`src/rtl/t02_mem_request_arbiter_if.sv`:
```
// Wishbone-manager side of the t02 memory request arbiter.
// master : arbiter view (drives strobes, address, lane selects, write data)
// slave  : Wishbone manager view (drives busy_o and read data)
//   busy_o     manager busy
//   cpu_dat_o  read data from the manager
//   read_i     one-cycle read start strobe
//   write_i    one-cycle write start strobe
//   adr_i      word-aligned bus address
//   cpu_dat_i  lane-aligned write data
//   sel_i      byte lane select
interface t02_mem_request_arbiter_if #(
  parameter int ADDR_W = 32,
  parameter int DATA_W = 32
);
  logic              busy_o;
  logic [DATA_W-1:0] cpu_dat_o;
  logic              read_i;
  logic              write_i;
  logic [ADDR_W-1:0] adr_i;
  logic [DATA_W-1:0] cpu_dat_i;
  logic [3:0]        sel_i;

  modport master (
    input  busy_o, cpu_dat_o,
    output read_i, write_i, adr_i, cpu_dat_i, sel_i
  );

  modport slave (
    output busy_o, cpu_dat_o,
    input  read_i, write_i, adr_i, cpu_dat_i, sel_i
  );
endinterface

```
`src/rtl/t02_mem_request_arbiter.sv`:
```
// t02_mem_request_arbiter: arbitrates CPU instruction-fetch and data
// load/store requests onto single Wishbone-manager transactions. Generates
// byte-lane selects, aligns store data, sign/zero-extends load data and
// traps misaligned data accesses without touching the bus.
// Optional macro T02_REQ_TIMEOUT_EN: aborts a WAIT that exceeds TIMEOUT_CYC
// cycles, pulsing the pending ready with berr=1.
// Ports:
//   CLK, nRST (async, active-low)      clock / reset
//   enable                              low forces IDLE and clears outputs
//   ireq, InstrAddress                  instruction fetch request
//   dread, dwrite, dsize, dunsigned,
//   DataAddress, DatatoWrite            data request (store wins if both)
//   iready, dready                      one-cycle completion pulses
//   dmisalign, berr                     fault flags, pulse with a ready
//   FetchedInstr, FetchedData           results, non-zero only in ready cycle
//   bus                                 Wishbone manager interface (master)
module t02_mem_request_arbiter #(
  parameter int              ADDR_W      = 32,
  parameter int              DATA_W      = 32,
  parameter logic [ADDR_W-1:0] DMEM_BASE = 32'h3300_0000,
  parameter logic [ADDR_W-1:0] IMEM_BASE = 32'h0000_0000,
  parameter int              TIMEOUT_CYC = 255
) (
  input  logic              CLK,
  input  logic              nRST,
  input  logic              enable,
  input  logic              ireq,
  input  logic [ADDR_W-1:0] InstrAddress,
  input  logic              dread,
  input  logic              dwrite,
  input  logic [1:0]        dsize,
  input  logic              dunsigned,
  input  logic [ADDR_W-1:0] DataAddress,
  input  logic [DATA_W-1:0] DatatoWrite,
  output logic              iready,
  output logic              dready,
  output logic              dmisalign,
  output logic              berr,
  output logic [DATA_W-1:0] FetchedInstr,
  output logic [DATA_W-1:0] FetchedData,
  t02_mem_request_arbiter_if.master bus
);

  localparam logic [1:0] IDLE  = 2'd0;
  localparam logic [1:0] ISSUE = 2'd1;
  localparam logic [1:0] WAIT  = 2'd2;

  localparam logic [ADDR_W-1:0] ALIGN_MASK = ~ADDR_W'(3);

  logic [1:0]        state_q, state_d;
  logic              is_d_q, is_d_d;
  logic              wr_q, wr_d;
  logic [1:0]        size_q, size_d;
  logic [1:0]        a_q, a_d;
  logic              uns_q, uns_d;
  logic              rd_stb_q, rd_stb_d;
  logic              wr_stb_q, wr_stb_d;
  logic [ADDR_W-1:0] adr_q, adr_d;
  logic [3:0]        sel_q, sel_d;
  logic [DATA_W-1:0] wdat_q, wdat_d;
  logic              iready_q, iready_d;
  logic              dready_q, dready_d;
  logic              dmis_q, dmis_d;
  logic              berr_q, berr_d;
  logic [DATA_W-1:0] fi_q, fi_d;
  logic [DATA_W-1:0] fd_q, fd_d;

`ifdef T02_REQ_TIMEOUT_EN
  localparam int TO_W = (TIMEOUT_CYC > 255) ? 16 : 8;
  localparam logic [TO_W-1:0] TO_LAST = TO_W'(TIMEOUT_CYC - 1);
  logic [TO_W-1:0] cnt_q, cnt_d;
`endif

  logic [ADDR_W-1:0] d_addr, i_addr;
  logic [1:0]        lo;
  logic              d_misalign;
  logic [3:0]        d_sel;
  logic [DATA_W-1:0] d_wdat;
  logic [DATA_W-1:0] sh, ld_ext;

  assign d_addr = (DataAddress + DMEM_BASE) & ALIGN_MASK;
  assign i_addr = (InstrAddress + IMEM_BASE) & ALIGN_MASK;
  assign lo     = DataAddress[1:0];

  always_comb begin
    d_misalign = 1'b0;
    d_sel      = 4'b1111;
    d_wdat     = DatatoWrite;
    case (dsize)
      2'b00: begin
        d_sel  = 4'b0001 << lo;
        d_wdat = {4{DatatoWrite[7:0]}};
      end
      2'b01: begin
        d_misalign = lo[0];
        d_sel      = lo[1] ? 4'b1100 : 4'b0011;
        d_wdat     = {2{DatatoWrite[15:0]}};
      end
      default: d_misalign = |lo;
    endcase
  end

  // Load data is shifted down by the latched byte offset before extension.
  assign sh = bus.cpu_dat_o >> {a_q, 3'b000};

  always_comb begin
    case (size_q)
      2'b00:   ld_ext = uns_q ? {{(DATA_W-8){1'b0}}, sh[7:0]}
                              : {{(DATA_W-8){sh[7]}}, sh[7:0]};
      2'b01:   ld_ext = uns_q ? {{(DATA_W-16){1'b0}}, sh[15:0]}
                              : {{(DATA_W-16){sh[15]}}, sh[15:0]};
      default: ld_ext = sh;
    endcase
  end

  always_comb begin
    state_d  = state_q;
    is_d_d   = is_d_q;
    wr_d     = wr_q;
    size_d   = size_q;
    a_d      = a_q;
    uns_d    = uns_q;
    rd_stb_d = 1'b0;
    wr_stb_d = 1'b0;
    adr_d    = adr_q;
    sel_d    = sel_q;
    wdat_d   = wdat_q;
    iready_d = 1'b0;
    dready_d = 1'b0;
    dmis_d   = 1'b0;
    berr_d   = 1'b0;
    fi_d     = '0;
    fd_d     = '0;
`ifdef T02_REQ_TIMEOUT_EN
    cnt_d    = cnt_q;
`endif
    if (!enable) begin
      state_d = IDLE;
      adr_d   = '0;
      sel_d   = '0;
      wdat_d  = '0;
    end else begin
      case (state_q)
        IDLE: begin
          // The ready-cycle gate guarantees an idle cycle between transactions.
          if (!iready_q && !dready_q) begin
            if (dread || dwrite) begin
              if (d_misalign) begin
                dready_d = 1'b1;
                dmis_d   = 1'b1;
              end else begin
                is_d_d   = 1'b1;
                wr_d     = dwrite;
                size_d   = dsize;
                a_d      = lo;
                uns_d    = dunsigned;
                adr_d    = d_addr;
                sel_d    = d_sel;
                wdat_d   = dwrite ? d_wdat : '0;
                rd_stb_d = ~dwrite;
                wr_stb_d = dwrite;
                state_d  = ISSUE;
              end
            end else if (ireq) begin
              is_d_d   = 1'b0;
              wr_d     = 1'b0;
              size_d   = 2'b10;
              a_d      = 2'b00;
              uns_d    = 1'b0;
              adr_d    = i_addr;
              sel_d    = 4'b1111;
              wdat_d   = '0;
              rd_stb_d = 1'b1;
              state_d  = ISSUE;
            end
          end
        end
        ISSUE: begin
          state_d = WAIT;
`ifdef T02_REQ_TIMEOUT_EN
          cnt_d   = '0;
`endif
        end
        WAIT: begin
          if (!bus.busy_o) begin
            if (is_d_q) begin
              dready_d = 1'b1;
              fd_d     = wr_q ? '0 : ld_ext;
            end else begin
              iready_d = 1'b1;
              fi_d     = bus.cpu_dat_o;
            end
            adr_d   = '0;
            sel_d   = '0;
            wdat_d  = '0;
            state_d = IDLE;
          end
`ifdef T02_REQ_TIMEOUT_EN
          else if (cnt_q == TO_LAST) begin
            dready_d = is_d_q;
            iready_d = ~is_d_q;
            berr_d   = 1'b1;
            adr_d    = '0;
            sel_d    = '0;
            wdat_d   = '0;
            state_d  = IDLE;
          end else begin
            cnt_d = cnt_q + 1'b1;
          end
`endif
        end
        default: state_d = IDLE;
      endcase
    end
  end

  always_ff @(posedge CLK or negedge nRST) begin
    if (!nRST) begin
      state_q  <= IDLE;
      is_d_q   <= 1'b0;
      wr_q     <= 1'b0;
      size_q   <= 2'b00;
      a_q      <= 2'b00;
      uns_q    <= 1'b0;
      rd_stb_q <= 1'b0;
      wr_stb_q <= 1'b0;
      adr_q    <= '0;
      sel_q    <= '0;
      wdat_q   <= '0;
      iready_q <= 1'b0;
      dready_q <= 1'b0;
      dmis_q   <= 1'b0;
      berr_q   <= 1'b0;
      fi_q     <= '0;
      fd_q     <= '0;
`ifdef T02_REQ_TIMEOUT_EN
      cnt_q    <= '0;
`endif
    end else begin
      state_q  <= state_d;
      is_d_q   <= is_d_d;
      wr_q     <= wr_d;
      size_q   <= size_d;
      a_q      <= a_d;
      uns_q    <= uns_d;
      rd_stb_q <= rd_stb_d;
      wr_stb_q <= wr_stb_d;
      adr_q    <= adr_d;
      sel_q    <= sel_d;
      wdat_q   <= wdat_d;
      iready_q <= iready_d;
      dready_q <= dready_d;
      dmis_q   <= dmis_d;
      berr_q   <= berr_d;
      fi_q     <= fi_d;
      fd_q     <= fd_d;
`ifdef T02_REQ_TIMEOUT_EN
      cnt_q    <= cnt_d;
`endif
    end
  end

  assign iready        = iready_q;
  assign dready        = dready_q;
  assign dmisalign     = dmis_q;
  assign berr          = berr_q;
  assign FetchedInstr  = fi_q;
  assign FetchedData   = fd_q;
  assign bus.read_i    = rd_stb_q;
  assign bus.write_i   = wr_stb_q;
  assign bus.adr_i     = adr_q;
  assign bus.sel_i     = sel_q;
  assign bus.cpu_dat_i = wdat_q;

endmodule

```
`src/flat_wrapper.sv`:
```
// flat-port wrapper written by rule: the top's interface ports become plain ports
module t02_mem_request_arbiter_flat 
#(
  parameter int              ADDR_W      = 32,
  parameter int              DATA_W      = 32,
  parameter logic [ADDR_W-1:0] DMEM_BASE = 32'h3300_0000,
  parameter logic [ADDR_W-1:0] IMEM_BASE = 32'h0000_0000,
  parameter int              TIMEOUT_CYC = 255
)
  (CLK, nRST, enable, ireq, InstrAddress, dread, dwrite, dsize, dunsigned, DataAddress, DatatoWrite, iready, dready, dmisalign, berr, FetchedInstr, FetchedData, bus_busy_o, bus_cpu_dat_o, bus_read_i, bus_write_i, bus_adr_i, bus_cpu_dat_i, bus_sel_i);
  t02_mem_request_arbiter_if #(.ADDR_W(ADDR_W), .DATA_W(DATA_W)) bus_i ();
  input  logic CLK;
  input  logic nRST;
  input  logic enable;
  input  logic ireq;
  input  logic [ADDR_W-1:0] InstrAddress;
  input  logic dread;
  input  logic dwrite;
  input  logic [1:0] dsize;
  input  logic dunsigned;
  input  logic [ADDR_W-1:0] DataAddress;
  input  logic [DATA_W-1:0] DatatoWrite;
  output logic iready;
  output logic dready;
  output logic dmisalign;
  output logic berr;
  output logic [DATA_W-1:0] FetchedInstr;
  output logic [DATA_W-1:0] FetchedData;
  input wire logic [$bits(bus_i.busy_o)-1:0] bus_busy_o;
  input wire logic [$bits(bus_i.cpu_dat_o)-1:0] bus_cpu_dat_o;
  output wire logic [$bits(bus_i.read_i)-1:0] bus_read_i;
  output wire logic [$bits(bus_i.write_i)-1:0] bus_write_i;
  output wire logic [$bits(bus_i.adr_i)-1:0] bus_adr_i;
  output wire logic [$bits(bus_i.cpu_dat_i)-1:0] bus_cpu_dat_i;
  output wire logic [$bits(bus_i.sel_i)-1:0] bus_sel_i;
  assign bus_i.busy_o = bus_busy_o;
  assign bus_i.cpu_dat_o = bus_cpu_dat_o;
  assign bus_read_i = bus_i.read_i;
  assign bus_write_i = bus_i.write_i;
  assign bus_adr_i = bus_i.adr_i;
  assign bus_cpu_dat_i = bus_i.cpu_dat_i;
  assign bus_sel_i = bus_i.sel_i;
  t02_mem_request_arbiter #(.ADDR_W(ADDR_W), .DATA_W(DATA_W), .DMEM_BASE(DMEM_BASE), .IMEM_BASE(IMEM_BASE), .TIMEOUT_CYC(TIMEOUT_CYC)) u_core (.CLK(CLK), .nRST(nRST), .enable(enable), .ireq(ireq), .InstrAddress(InstrAddress), .dread(dread), .dwrite(dwrite), .dsize(dsize), .dunsigned(dunsigned), .DataAddress(DataAddress), .DatatoWrite(DatatoWrite), .iready(iready), .dready(dready), .dmisalign(dmisalign), .berr(berr), .FetchedInstr(FetchedInstr), .FetchedData(FetchedData), .bus(bus_i));
endmodule
```
`config.mk`:
```
export PLATFORM = sky130hd
export DESIGN_NAME = t02_mem_request_arbiter_flat
export DESIGN_NICKNAME = d
export VERILOG_FILES = /design/src/rtl/t02_mem_request_arbiter_if.sv /design/src/rtl/t02_mem_request_arbiter.sv /design/src/flat_wrapper.sv
export SDC_FILE = /design/constraint.sdc
export NUM_CORES = 1
export LEC_CHECK = 0
export BUFFER_PORTS_ARGS = -buffer_cell sky130_fd_sc_hd__buf_2
export CAP_MARGIN = 20
export CORE_MARGIN = 2
export CORE_UTILIZATION = 44
export DETAILED_ROUTE_END_ITERATION = 10
export PLACE_DENSITY = 0.83
export SLEW_MARGIN = 20
export SYNTH_ARGS = -nofsm -noshare
export SYNTH_HDL_FRONTEND = slang
export SYNTH_SLANG_ARGS = --single-unit
```
`constraint.sdc`:
```
create_clock -name CLK -period 1.7 [get_ports CLK]
set_clock_uncertainty 0.2 [all_clocks]
set_input_delay 0.17 -clock CLK [delete_from_list [all_inputs] [get_ports CLK]]
set_output_delay 0.17 -clock CLK [all_outputs]
set_load 0.02 [all_outputs]
```
==> impl_metrics.ini <==
[worst_setup_path]
cp_max_fo = 17
cp.required_ns = 1.82
max_stage_delay_ns = 0.44
cp_top_family = simple AND/OR/NAND/NOR gates
end_kind = flop
arrival_ns = 2.10
crit_chain = nor4_4 > and2_1 > nand2_2 > buf_4 > o2bb2ai_1
startpoint_type = flop
crit_type = flop to flop
cpMaxStageDelayCell = dfrtp_2
crit_buf_inv = 1

[yosys]
synth.distinct_cells = 53
synth_async_sr_flop_share = 1.00
syn_area_per_cell_um2 = 11.2
ys_seq_area_frac = 0.541
postSynthCellCount = 592
synth_edf_count = 0
syn_area_mm2 = 0.00666
ys_seq_elements = 144
synth_warnings = 0
ys.flop_type = dfrtp_1

[floorplan]
die_area_mm2 = 0.0161
fp-row-count = 44
die_h_um = 127
io_pins = 276
start_util = 0.455
core_mm2 = 0.0146
dieWidth_um = 127

[layout]
fin_area_mm2 = 0.0110
layout-drive-gt1-share = 0.436
finalNonFillerCells = 1227
nNetsFinal = 1168
fin_util = 0.750
areaGrowthSynthToFinish_pct = 64.9

[timing]
setup_viol = 129
rsz0062_at_grt = yes
period_minus_slack_ns = 1.98
final_max_slew_viol_count = 0
worstMarginPinSlew_ns = 0.593
slew_headroom = 0.604
setup_ws_ns = -0.276
final_hold_viol_count = 0
period_share = 1.16
fmax_ghz = 0.506

[clocking]
clock_latency_ns = 0.42
clock-sinks = 144
clockRootBuffer = clkbuf_16
clk_pin_slew_ns = 0.06
numCtsBuffers = 17
clk_path_buf_depth = 2
cts_max_level = 4
tritoncts = yes

[run_status]
status = finished with violations
violations = setup timing

[placement]
dp_hpwl_um = 13900
dpl_cell_area_mm2 = 0.00858
portBuffers = 270
gp_congestion = 0.813
placed_cells = 1058

[global_routing]
antenna_found_initial = 1
overflow = 0
track_usage = 0.319
grt_pass1_wl_um = 39700
grt_pass1_vias = 7414
grt_start_max_net_pins = 39

[routing]
ant_nets = 0
drc = 0
routed_wl_um = 28500
vias_per_cell = 5.84
drt_iter0_drc = 652
post_drt_wl_per_cell_um = 23.2
dr_total_vias = 7171
firstDrtPassIters = 5

[power]
power.density_mw_per_mm2 = 989
leakagePower_nw = 5.79
p_total_w = 0.0109
vdd_ir_drop_max_mv = 0.739

[min_path]
hold_path_class = primary input to flop

[flow_run]
drv_cap = 0
## cell usage after synthesis (2+ instances only)
| master | instances | area (um^2) |
|---|---|---|
| and2_1 | 42 | 263 |
| nand2_1 | 35 | 131 |
| a22o_1 | 10 | 87.6 |
| or2_2 | 2 | 12.5 |
| buf_4 | 7 | 52.6 |
| a21oi_1 | 35 | 175 |
| o2bb2ai_1 | 24 | 210 |
| a21o_1 | 2 | 15.0 |
| dfrtp_1 | 144 | 3600 |
| xor2_1 | 3 | 26.3 |
| inv_1 | 29 | 109 |
| xnor2_1 | 3 | 26.3 |
| nor3_1 | 2 | 10.0 |
| and3_1 | 2 | 12.5 |
| mux2_2 | 10 | 113 |
| o21ai_1 | 4 | 20.0 |
| o31ai_1 | 3 | 22.5 |
| nor2_1 | 28 | 105 |
| o21ai_0 | 22 | 110 |
| mux2_1 | 31 | 349 |
| mux2i_1 | 50 | 500 |
| nand2b_1 | 4 | 25.0 |
| buf_2 | 13 | 65.1 |
| or3_1 | 2 | 12.5 |
| clkbuf_1 | 20 | 75.1 |
| nand3_1 | 2 | 10.0 |
| o22ai_1 | 8 | 50.1 |
| o2111ai_1 | 8 | 70.1 |
| nor2b_1 | 9 | 56.3 |
| a211oi_1 | 14 | 105 |
| buf_6 | 2 | 22.5 |
## worst min-delay path, cell delays in order
cell and delay, ns:
buf_2 0.08, buf_4 0.09, nor2_1 0.04, nor2_1 0.10, a22o_1 0.14
## stage by stage
step	hold WS (ns)	TNS [ns]	worst slack (ns)
global placement	-0.0957	-28.14	-0.346
CTS	0.00192	-14.19	-0.188
finish	0.0302	-18.01	-0.276
detailed placement	-0.0952	-32.58	-0.318
global route	0.0441	-24.82	-0.314
floorplan	-0.326	-7.16	-0.123
## cells in the final DEF, fill, tap and decap left out, types with 17 or more instances in the layout
cell type / count
inv_1: 29
dfrtp_1: 141
buf_4: 48
o21ai_0: 17
a21oi_1: 27
buf_2: 269
and2_1: 42
nand2_1: 32
nor2_1: 26
clkbuf_16: 21
mux2i_1: 49
mux2_4: 26
dlygate4sd3_1: 122
## final timing paths
| kind | startpoint | slack (ns) | endpoint | depth (start not counted) |
|---|---|---|---|---|
| worst max-delay path | u_core.state_q[0] | -0.28 | u_core.bus.adr_i[13] | 5 |
| worst min-delay path | ireq | 0.03 | u_core.bus.sel_i[3] | 5 |
| worst max register to register | u_core.state_q[0] | -0.28 | u_core.bus.adr_i[13] | 5 |
| worst min register to register | u_core.bus.adr_i[11] | 0.29 | u_core.bus.adr_i[11] | 1 |
| max in group asynchronous | nRST | 0.72 | u_core.FetchedData[3] | 3 |
| min in group asynchronous | nRST | 0.05 | u_core.FetchedData[10] | 2 |
## layout make-up
type / count / area (um^2)
inverters: 30 / 115
well taps: 184 / 230
diodes: 1 / 2.50
clock inverters: 12 / 180
repair buffers: 459 / 3310
fillers: 836 / 3670
clock buffers: 20 / 467
flip-flops and latches: 144 / 3610
multi-input cells: 377 / 3070
## flip-flops by register name, indices dropped and copies added, names as in the netlist
| register | count |
|---|---|
| u_core.FetchedData | 32 |
| u_core.FetchedInstr | 32 |
| u_core.a_q | 2 |
| u_core.bus.adr_i | 30 |
| u_core.bus.cpu_dat_i | 32 |
| u_core.bus.read_i | 1 |
| u_core.bus.sel_i | 4 |
| u_core.bus.write_i | 1 |
| u_core.dmisalign | 1 |
| u_core.dready | 1 |
| u_core.iready | 1 |
| u_core.is_d_q | 1 |
| u_core.size_q | 2 |
| u_core.state_q | 2 |
| u_core.uns_q | 1 |
| u_core.wr_q | 1 |
## cell families (layout without fill, tap and decap cells)
logic type      after synthesis  in the layout  synth area share
flops                       144            144             0.541
compound gates              141            141             0.146
simple gates                135            135             0.108
mux                          91             91             0.145
buf+inv                      73            521            0.0498
xor+xnor                      6              6           0.00790
fa+ha+maj                     1              1           0.00188
other cells                   1              4          0.000563
## metal layers
layer,part of all wire,global-route usage,vias up
met3,0.11,0.0817,215
li1,-,-,2949
met4,0.075,0.173,0
met5,0,0,-
met1,0.32,0.349,3343
met2,0.49,0.567,664
## report_power, final
| group | internal (W) | switching, W |
|---|---|---|
| Clock | 0.00258 | 0.00153 |
| Combinational | 0.00130 | 0.00158 |
| Sequential | 0.00366 | 0.000196 |
| Total | 0.00755 | 0.00331 |
## timing repair
item / in CTS / in global routing
hold endpoints to repair: 260 / 0
endpoints found under the setup margin: 135 / 138
gates cloned: 1 / 4
buffers inserted: 6 / 4
gates resized for setup: 23 / 51
pin swaps: 25 / 20
hold buffers: 122 / 0
No activity file was read; power rests on OpenSTA's default activity.
